## config.mk

```make
export PLATFORM = sky130hd
export DESIGN_NAME = if_id_stage
export DESIGN_NICKNAME = d
export VERILOG_FILES = /design/src/rtl/mips_pkg.sv /design/src/rtl/id_hazard_unit.sv /design/src/rtl/if_id_stage.sv
export SDC_FILE = /design/constraint.sdc
export NUM_CORES = 1
export LEC_CHECK = 0
export ABC_AREA = 1
export ABC_CLOCK_PERIOD_IN_PS = 3330
export BUFFER_PORTS_ARGS = -buffer_cell sky130_fd_sc_hd__buf_2
export CAP_MARGIN = 40
export CORE_ASPECT_RATIO = 0.6
export CORE_MARGIN = 3
export CORE_UTILIZATION = 43
export DETAILED_ROUTE_END_ITERATION = 16
export GPL_TIMING_DRIVEN = 0
export PLACE_DENSITY_LB_ADDON = 0.08
export SLEW_MARGIN = 20
export SYNTH_ARGS = -nofsm -noshare
export SYNTH_HDL_FRONTEND = slang
export SYNTH_SLANG_ARGS = --single-unit
```

## constraint.sdc

```tcl
create_clock -name clk -period 3.33 [get_ports clk]
set_clock_uncertainty 0.2 [all_clocks]
set_input_delay 0.4995 -clock clk [delete_from_list [all_inputs] [get_ports clk]]
set_output_delay 0.4995 -clock clk [all_outputs]
set_load 0.01 [all_outputs]
```

## src/rtl/mips_pkg.sv

```systemverilog
// Shared MIPS pipeline constants: opcodes, funct codes, PC-select encodings and trap vectors.
package mips_pkg;

  localparam logic [31:0] IRQ_VEC = 32'h80000004;
  localparam logic [31:0] EXC_VEC = 32'h80000008;

  localparam logic [5:0] OP_RTYPE  = 6'h00;
  localparam logic [5:0] OP_REGIMM = 6'h01;
  localparam logic [5:0] OP_J      = 6'h02;
  localparam logic [5:0] OP_JAL    = 6'h03;
  localparam logic [5:0] OP_BEQ    = 6'h04;
  localparam logic [5:0] OP_BNE    = 6'h05;
  localparam logic [5:0] OP_BLEZ   = 6'h06;
  localparam logic [5:0] OP_BGTZ   = 6'h07;
  localparam logic [5:0] OP_LUI    = 6'h0F;
  localparam logic [5:0] OP_LW     = 6'h23;
  localparam logic [5:0] OP_SW     = 6'h2B;

  localparam logic [5:0] FN_JR   = 6'h08;
  localparam logic [5:0] FN_JALR = 6'h09;

  typedef enum logic [2:0] {
    PCSRC_SEQ    = 3'd0,
    PCSRC_BRANCH = 3'd1,
    PCSRC_JUMP   = 3'd2,
    PCSRC_IRQ    = 3'd3,
    PCSRC_EXC    = 3'd4
  } pcsrc_e;

  function automatic logic op_defined(input logic [5:0] op);
    return (op[5:4] == 2'b00) || (op == OP_LW) || (op == OP_SW);
  endfunction

endpackage

```

## src/rtl/id_hazard_unit.sv

```systemverilog
// ID-stage stall detection: load-use and branch/jr operands still in flight in EX or MEM.
module id_hazard_unit (
  input  logic [4:0] rs,
  input  logic [4:0] rt,
  input  logic       uses_rs,
  input  logic       uses_rt,
  input  logic       br_jr,
  input  logic       cmp_rt,
  input  logic       MemReadEX,
  input  logic       RegWriteEX,
  input  logic [4:0] WriteRegEX,
  input  logic       MemReadMEM,
  input  logic [4:0] WriteRegMEM,
  output logic       stall_req
);

  logic ex_rs, ex_rt, mem_rs, mem_rt, load_use, br_wait;

  always_comb begin
    // $0 is hardwired, so a match on index 0 never creates a dependency
    ex_rs  = (rs != 5'd0) && (WriteRegEX == rs);
    ex_rt  = (rt != 5'd0) && (WriteRegEX == rt);
    mem_rs = (rs != 5'd0) && (WriteRegMEM == rs);
    mem_rt = (rt != 5'd0) && (WriteRegMEM == rt);

    load_use = MemReadEX && ((uses_rs && ex_rs) || (uses_rt && ex_rt));
    br_wait  = br_jr && ((RegWriteEX && (ex_rs || (cmp_rt && ex_rt))) ||
                         (MemReadMEM && (mem_rs || (cmp_rt && mem_rt))));
    stall_req = load_use || br_wait;
  end

endmodule

```

## src/rtl/if_id_stage.sv

```systemverilog
// IF/ID pipeline register with ID-stage branch/jump/trap resolution and hazard stalls.
// Define IRQ_SYNC_EN to route interrupt through a 2-flop synchronizer.
module if_id_stage
  import mips_pkg::*;
(
  input  logic        clk,
  input  logic        reset,
  input  logic [31:0] instructionIF,
  input  logic [31:0] PCIF,
  input  logic [31:0] PCplus4IF,
  input  logic        interrupt,
  input  logic [31:0] rsdataID,
  input  logic [31:0] rtdataID,
  input  logic        MemReadEX,
  input  logic        RegWriteEX,
  input  logic [4:0]  WriteRegEX,
  input  logic        MemReadMEM,
  input  logic [4:0]  WriteRegMEM,
  output logic [31:0] instructionID,
  output logic [31:0] PCID,
  output logic [31:0] PCplus4ID,
  output logic        validID,
  output logic [2:0]  PCSrcID,
  output logic [31:0] branchaddrID,
  output logic [31:0] jumpaddrID,
  output logic        stall,
  output logic        flush,
  output logic        exception,
  output logic        epcWrite,
  output logic [31:0] epcID
);

  logic [31:0] instr_q, instr_d, pc_q, pc_d, pc4_q, pc4_d;
  logic        valid_q, valid_d, irq_pend_q, irq_pend_d;
  logic        irq_set, irq_take, hazard;

  logic [5:0]  op, funct;
  logic [4:0]  rs, rt;
  logic        is_jr, is_jump, is_branch, taken, undef;
  logic        uses_rs, uses_rt, cmp_rt, br_jr;
  pcsrc_e      pcsrc;

`ifdef IRQ_SYNC_EN
  logic irq_s1_q, irq_s2_q;

  always_ff @(posedge clk or posedge reset) begin
    if (reset) begin
      irq_s1_q <= '0;
      irq_s2_q <= '0;
    end else begin
      irq_s1_q <= interrupt;
      irq_s2_q <= irq_s1_q;
    end
  end

  assign irq_set = irq_s2_q;
`else
  assign irq_set = interrupt;
`endif

  always_comb begin
    op    = instr_q[31:26];
    rs    = instr_q[25:21];
    rt    = instr_q[20:16];
    funct = instr_q[5:0];

    is_jr     = (op == OP_RTYPE) && ((funct == FN_JR) || (funct == FN_JALR));
    is_jump   = (op == OP_J) || (op == OP_JAL);
    is_branch = (op == OP_BEQ) || (op == OP_BNE) || (op == OP_BLEZ) ||
                (op == OP_BGTZ) || ((op == OP_REGIMM) && (rt[4:1] == 4'd0));

    taken = 1'b0;
    unique case (op)
      OP_BEQ:    taken = (rsdataID == rtdataID);
      OP_BNE:    taken = (rsdataID != rtdataID);
      OP_BLEZ:   taken = rsdataID[31] || (rsdataID == '0);
      OP_BGTZ:   taken = !rsdataID[31] && (rsdataID != '0);
      OP_REGIMM: taken = (rt == 5'd0) ? rsdataID[31] : ((rt == 5'd1) && !rsdataID[31]);
      default:   taken = 1'b0;
    endcase

    uses_rs = 1'b0;
    uses_rt = 1'b0;
    cmp_rt  = (op == OP_BEQ) || (op == OP_BNE);
    if (op == OP_RTYPE || op == OP_BEQ || op == OP_BNE || op == OP_SW) begin
      uses_rs = 1'b1;
      uses_rt = 1'b1;
    end else if (op == OP_REGIMM || op == OP_BLEZ || op == OP_BGTZ || op == OP_LW ||
                 (op[5:3] == 3'b001 && op != OP_LUI)) begin
      uses_rs = 1'b1;
    end
    // Bubbles carry no register dependencies
    uses_rs = uses_rs && valid_q;
    uses_rt = uses_rt && valid_q;
    br_jr   = valid_q && (is_branch || is_jr);
    undef   = valid_q && !op_defined(op);
  end

  id_hazard_unit u_hazard (
    .rs          (rs),
    .rt          (rt),
    .uses_rs     (uses_rs),
    .uses_rt     (uses_rt),
    .br_jr       (br_jr),
    .cmp_rt      (cmp_rt),
    .MemReadEX   (MemReadEX),
    .RegWriteEX  (RegWriteEX),
    .WriteRegEX  (WriteRegEX),
    .MemReadMEM  (MemReadMEM),
    .WriteRegMEM (WriteRegMEM),
    .stall_req   (hazard)
  );

  always_comb begin
    pcsrc     = PCSRC_SEQ;
    stall     = 1'b0;
    flush     = 1'b0;
    exception = 1'b0;
    epcWrite  = 1'b0;
    epcID     = '0;
    irq_take  = 1'b0;
    if (undef) begin
      pcsrc     = PCSRC_EXC;
      exception = 1'b1;
      flush     = 1'b1;
      epcWrite  = 1'b1;
      epcID     = pc4_q;
    end else if (irq_pend_q && valid_q && !pc_q[31]) begin
      pcsrc    = PCSRC_IRQ;
      irq_take = 1'b1;
      flush    = 1'b1;
      epcWrite = 1'b1;
      epcID    = pc_q;
    end else if (hazard) begin
      stall = 1'b1;
    end else if (valid_q && is_branch && taken) begin
      pcsrc = PCSRC_BRANCH;
      flush = 1'b1;
    end else if (valid_q && (is_jump || is_jr)) begin
      pcsrc = PCSRC_JUMP;
      flush = 1'b1;
    end
  end

  always_comb begin
    // A fresh request wins over the clear so a still-high level re-arms the pending flag
    irq_pend_d = irq_set || (irq_pend_q && !irq_take);
    instr_d    = instr_q;
    pc_d       = pc_q;
    pc4_d      = pc4_q;
    valid_d    = valid_q;
    if (!stall) begin
      pc_d    = PCIF;
      pc4_d   = PCplus4IF;
      instr_d = flush ? '0 : instructionIF;
      valid_d = !flush;
    end
  end

  always_ff @(posedge clk or posedge reset) begin
    if (reset) begin
      instr_q    <= '0;
      pc_q       <= '0;
      pc4_q      <= '0;
      valid_q    <= 1'b0;
      irq_pend_q <= 1'b0;
    end else begin
      instr_q    <= instr_d;
      pc_q       <= pc_d;
      pc4_q      <= pc4_d;
      valid_q    <= valid_d;
      irq_pend_q <= irq_pend_d;
    end
  end

  assign instructionID = instr_q;
  assign PCID          = pc_q;
  assign PCplus4ID     = pc4_q;
  assign validID       = valid_q;
  assign PCSrcID       = pcsrc;
  assign branchaddrID  = pc4_q + {{14{instr_q[15]}}, instr_q[15:0], 2'b00};
  assign jumpaddrID    = is_jr ? rsdataID : {pc4_q[31:28], instr_q[25:0], 2'b00};

endmodule

```

==> results.yml <==
placed_design:
  dp_hpwl_um: 26000
  portBuffers: 375
  dp_cells: 1758
  gp_congestion: 1.01
run_status:
  violations: "setup timing"
  status: "complete, but fails checks"
floorplan:
  start_util_pct: 44.4
  ios: 376
  die-area_um2: 19600
  rows: 37
  die_h_um: 110
  core_area_um2: 17300
  die_w_um: 179
layout:
  nNetsFinal: 1765
  final_cells: 1799
  fill_cells: 1710
  mostFrequentLayoutCells: "nand2_1 (383), buf_2 (383), inv_1 (170)"
  syn2layout_area_growth_pct: 40.5
  drive_above_1_share_pct: 35.9
sta:
  worst_pin_slew_ns: 0.591
  drv_slew: 0
  hold_viol: 0
  period_needed_ns: 3.34
  fin_crit_sh_pct: 100
  setup_ws_ns: -0.00827
  setup_viol: 2
  fmax_mhz: 300
  maxSlewHeadroom_pct: 60.6
  rsz0062_at_grt: "true"
clock_network:
  cts_buffers: 9
  clock-sinks: 98
  clk_latency_ns: 0.36
  clk_root_buffer_cell: "clkbuf_16"
  tritoncts: "done"
  h-tree-depth: 3
  path_clk_slew_ns: 0.08
  clock_path_buffers: 2
detailed_routing:
  ant_nets: 0
  vias_per_cell: 5.12
  post_drt_wl_per_cell_um: 17.9
  drt_first_pass_iters: 5
  vias: 9203
  routed_wl_um: 32300
  drc: 0
  drt-initial-drc-count: 906
critical_path:
  startpoint_type: "flop"
  cp_max_fo: 4
  crit_chain: "ha_2 > inv_1 > fa_2 > o21ai_4 > a21boi_4 > o21ai_2 > nand2_1 > o211ai_1 > xor2_1 > buf_2"
  slowest_delay_ns: 0.42
  arrival_ns: 2.64
  cpMaxStageDelayCell: "dfrtp_1"
  cp.required_ns: 2.63
  end_kind: "output pin"
  path_class: "reg2out"
global_route:
  grt_pass1_vias: 8105
  grt_max_degree: 53
  antenna_found_initial: 0
  grt_pass1_wl_um: 46400
  grt_usage_pct: 31.1
  overflow: 0
synthesis:
  synthSimpleGateAreaFrac_pct: 30.2
  synthAdderAreaFrac_pct: 4.98
  synth_top_flop_cell: "dfrtp_1"
  ys_seq_area_share_pct: 31.9
  synth_edf_count: 0
  synthXorXnorAreaFrac_pct: 6.16
  syn_area_per_cell_um2: 6.69
  synth.distinct_cells: 40
  syn-cell-area_um2: 7680
  async_flop_share_pct: 100
  synth_top_family_by_area: "simple AND/OR/NAND/NOR gates"
  yosys_warnings: 0
  ys_seq_elements: 98
  synthesis.nets: 1354
  synth_cells: 1148
  synth_compound_area_share_pct: 14.4
  synthMuxAreaShare_pct: 0
power:
  power_density_nw_per_um2: 809
  power.total_mw: 8.74
  ir_drop_mv: 0.359
  p_leak_nw: 6.13
min_path:
  min_path_type: "in2reg"
flow_run:
  cap_violations: 0
==> critical path: cells and delay by family, from the launching register on <==
family	cells	cell delay, ns
AND/OR/NAND/NOR	1	0.07
buffers and inverters	2	0.25
AO/OA/AOI/OAI	4	0.65
adder cells (fa/ha/maj)	2	0.60
XOR/XNOR	1	0.28
flip-flops	1	0.42
==> kinds of logic after synthesis <==
kind of cell | Yosys count
AOI/OAI and AO/OA | 188
xor gates and xnor gates | 54
adders and majority gates | 30
buffers and inverters | 218
DFF | 98
and+or+nand+nor | 560
==> cell type report <==
| class | count | area, µm² | area share [%] |
|---|---|---|---|
| timing repair buffer | 400 | 2090 | 19.4 |
| clock inverter | 7 | 58.8 | 0.545 |
| multi-input combinational | 832 | 4680 | 43.4 |
| tap | 234 | 293 | 2.71 |
| sequential | 98 | 2470 | 22.9 |
| inverter | 177 | 669 | 6.20 |
| clock buffer | 9 | 225 | 2.09 |
| antenna | 1 | 2.50 | 0.0232 |
| buffer | 41 | 293 | 2.71 |
==> sequential cells by signal (all words and copies together) (netlist names) <==
name,cells
PCplus4ID,32
irq_pend_q,1
validID,1
PCID,32
instructionID,32
==> Yosys cell counts, drive strengths merged, types with 2 or more instances <==
cell | instances | area, µm²
clkbuf | 15 | 56.3
nor2 | 79 | 314
xor2 | 20 | 175
dfrtp | 98 | 2450
buf | 26 | 226
o21a | 3 | 22.5
nand2 | 392 | 1490
xnor2 | 34 | 298
nor3 | 18 | 95.1
a221oi | 2 | 17.5
a21oi | 31 | 155
nand4 | 38 | 238
ha | 29 | 363
inv | 177 | 664
nand3 | 32 | 173
o21ai | 104 | 596
o21bai | 4 | 30.0
a31oi | 4 | 25.0
o22ai | 31 | 194
a21o | 4 | 30.0
==> final timing paths <==
| check | cells past startpoint | slack (ns) | end | from |
|---|---|---|---|---|
| max | 10 | -0.008 | branchaddrID[28] | PCplus4ID[2]$_DFFE_PP0N_ |
| min | 2 | 0.13 | irq_pend_q$_DFF_PP0_ | interrupt |
| max reg2reg | 13 | 0.79 | PCplus4ID[13]$_DFFE_PP0N_ | instructionID[23]$_DFFE_PP0N_ |
| min reg2reg | 1 | 0.29 | irq_pend_q$_DFF_PP0_ | irq_pend_q$_DFF_PP0_ |
| max in group asynchronous | 4 | 1.77 | PCplus4ID[30]$_DFFE_PP0N_ | reset |
| min in group asynchronous | 3 | 0.52 | instructionID[15]$_DFFE_PP0N_ | reset |
==> layer usage <==
| layer | up-vias | share of wire, % | GRT usage [%] | wire [µm] |
|---|---|---|---|---|
| met5 | - | 0 | 0 | 0 |
| li1 | 4487 | - | - | - |
| met3 | 25 | 10 | 8.25 | 3290 |
| met1 | 4276 | 47 | 47.5 | 15300 |
| met2 | 415 | 41 | 44.3 | 13300 |
| met4 | 0 | 1.0 | 5.33 | 329 |
==> what timing repair did <==
action,4_1_cts,5_1_grt
gates cloned,0,0
hold buffers,1,0
resized for setup,22,101
setup buffers,5,18
hold endpoints to repair,46,0
pin swaps,2,15
endpoints found under the setup margin,20,40
==> power by group <==
group          leakage [nW]  total, mW  internal [mW]  switching [mW]
Clock                 0.138       1.03          0.520           0.508
Sequential             1.15       1.87           1.45           0.422
Combinational          4.84       5.83           2.30            3.53
==> stage by stage <==
stage,area [µm²],utilization [%],hold WS [ns],TNS (ns),setup WS (ns)
after floorplan,7680,-,0.253,0,0.0684
after global routing,10800,62.3,0.128,-0.313,-0.0838
after CTS,10300,59.5,0.115,0,0.0104
final,10800,62.3,0.130,-0.0142,-0.00827
after detailed placement,9880,57.1,0.278,-0.984,-0.401
after global placement,9850,56.9,0.262,-117.45,-1.20
Note: power is estimated with default switching activity, not from simulation.
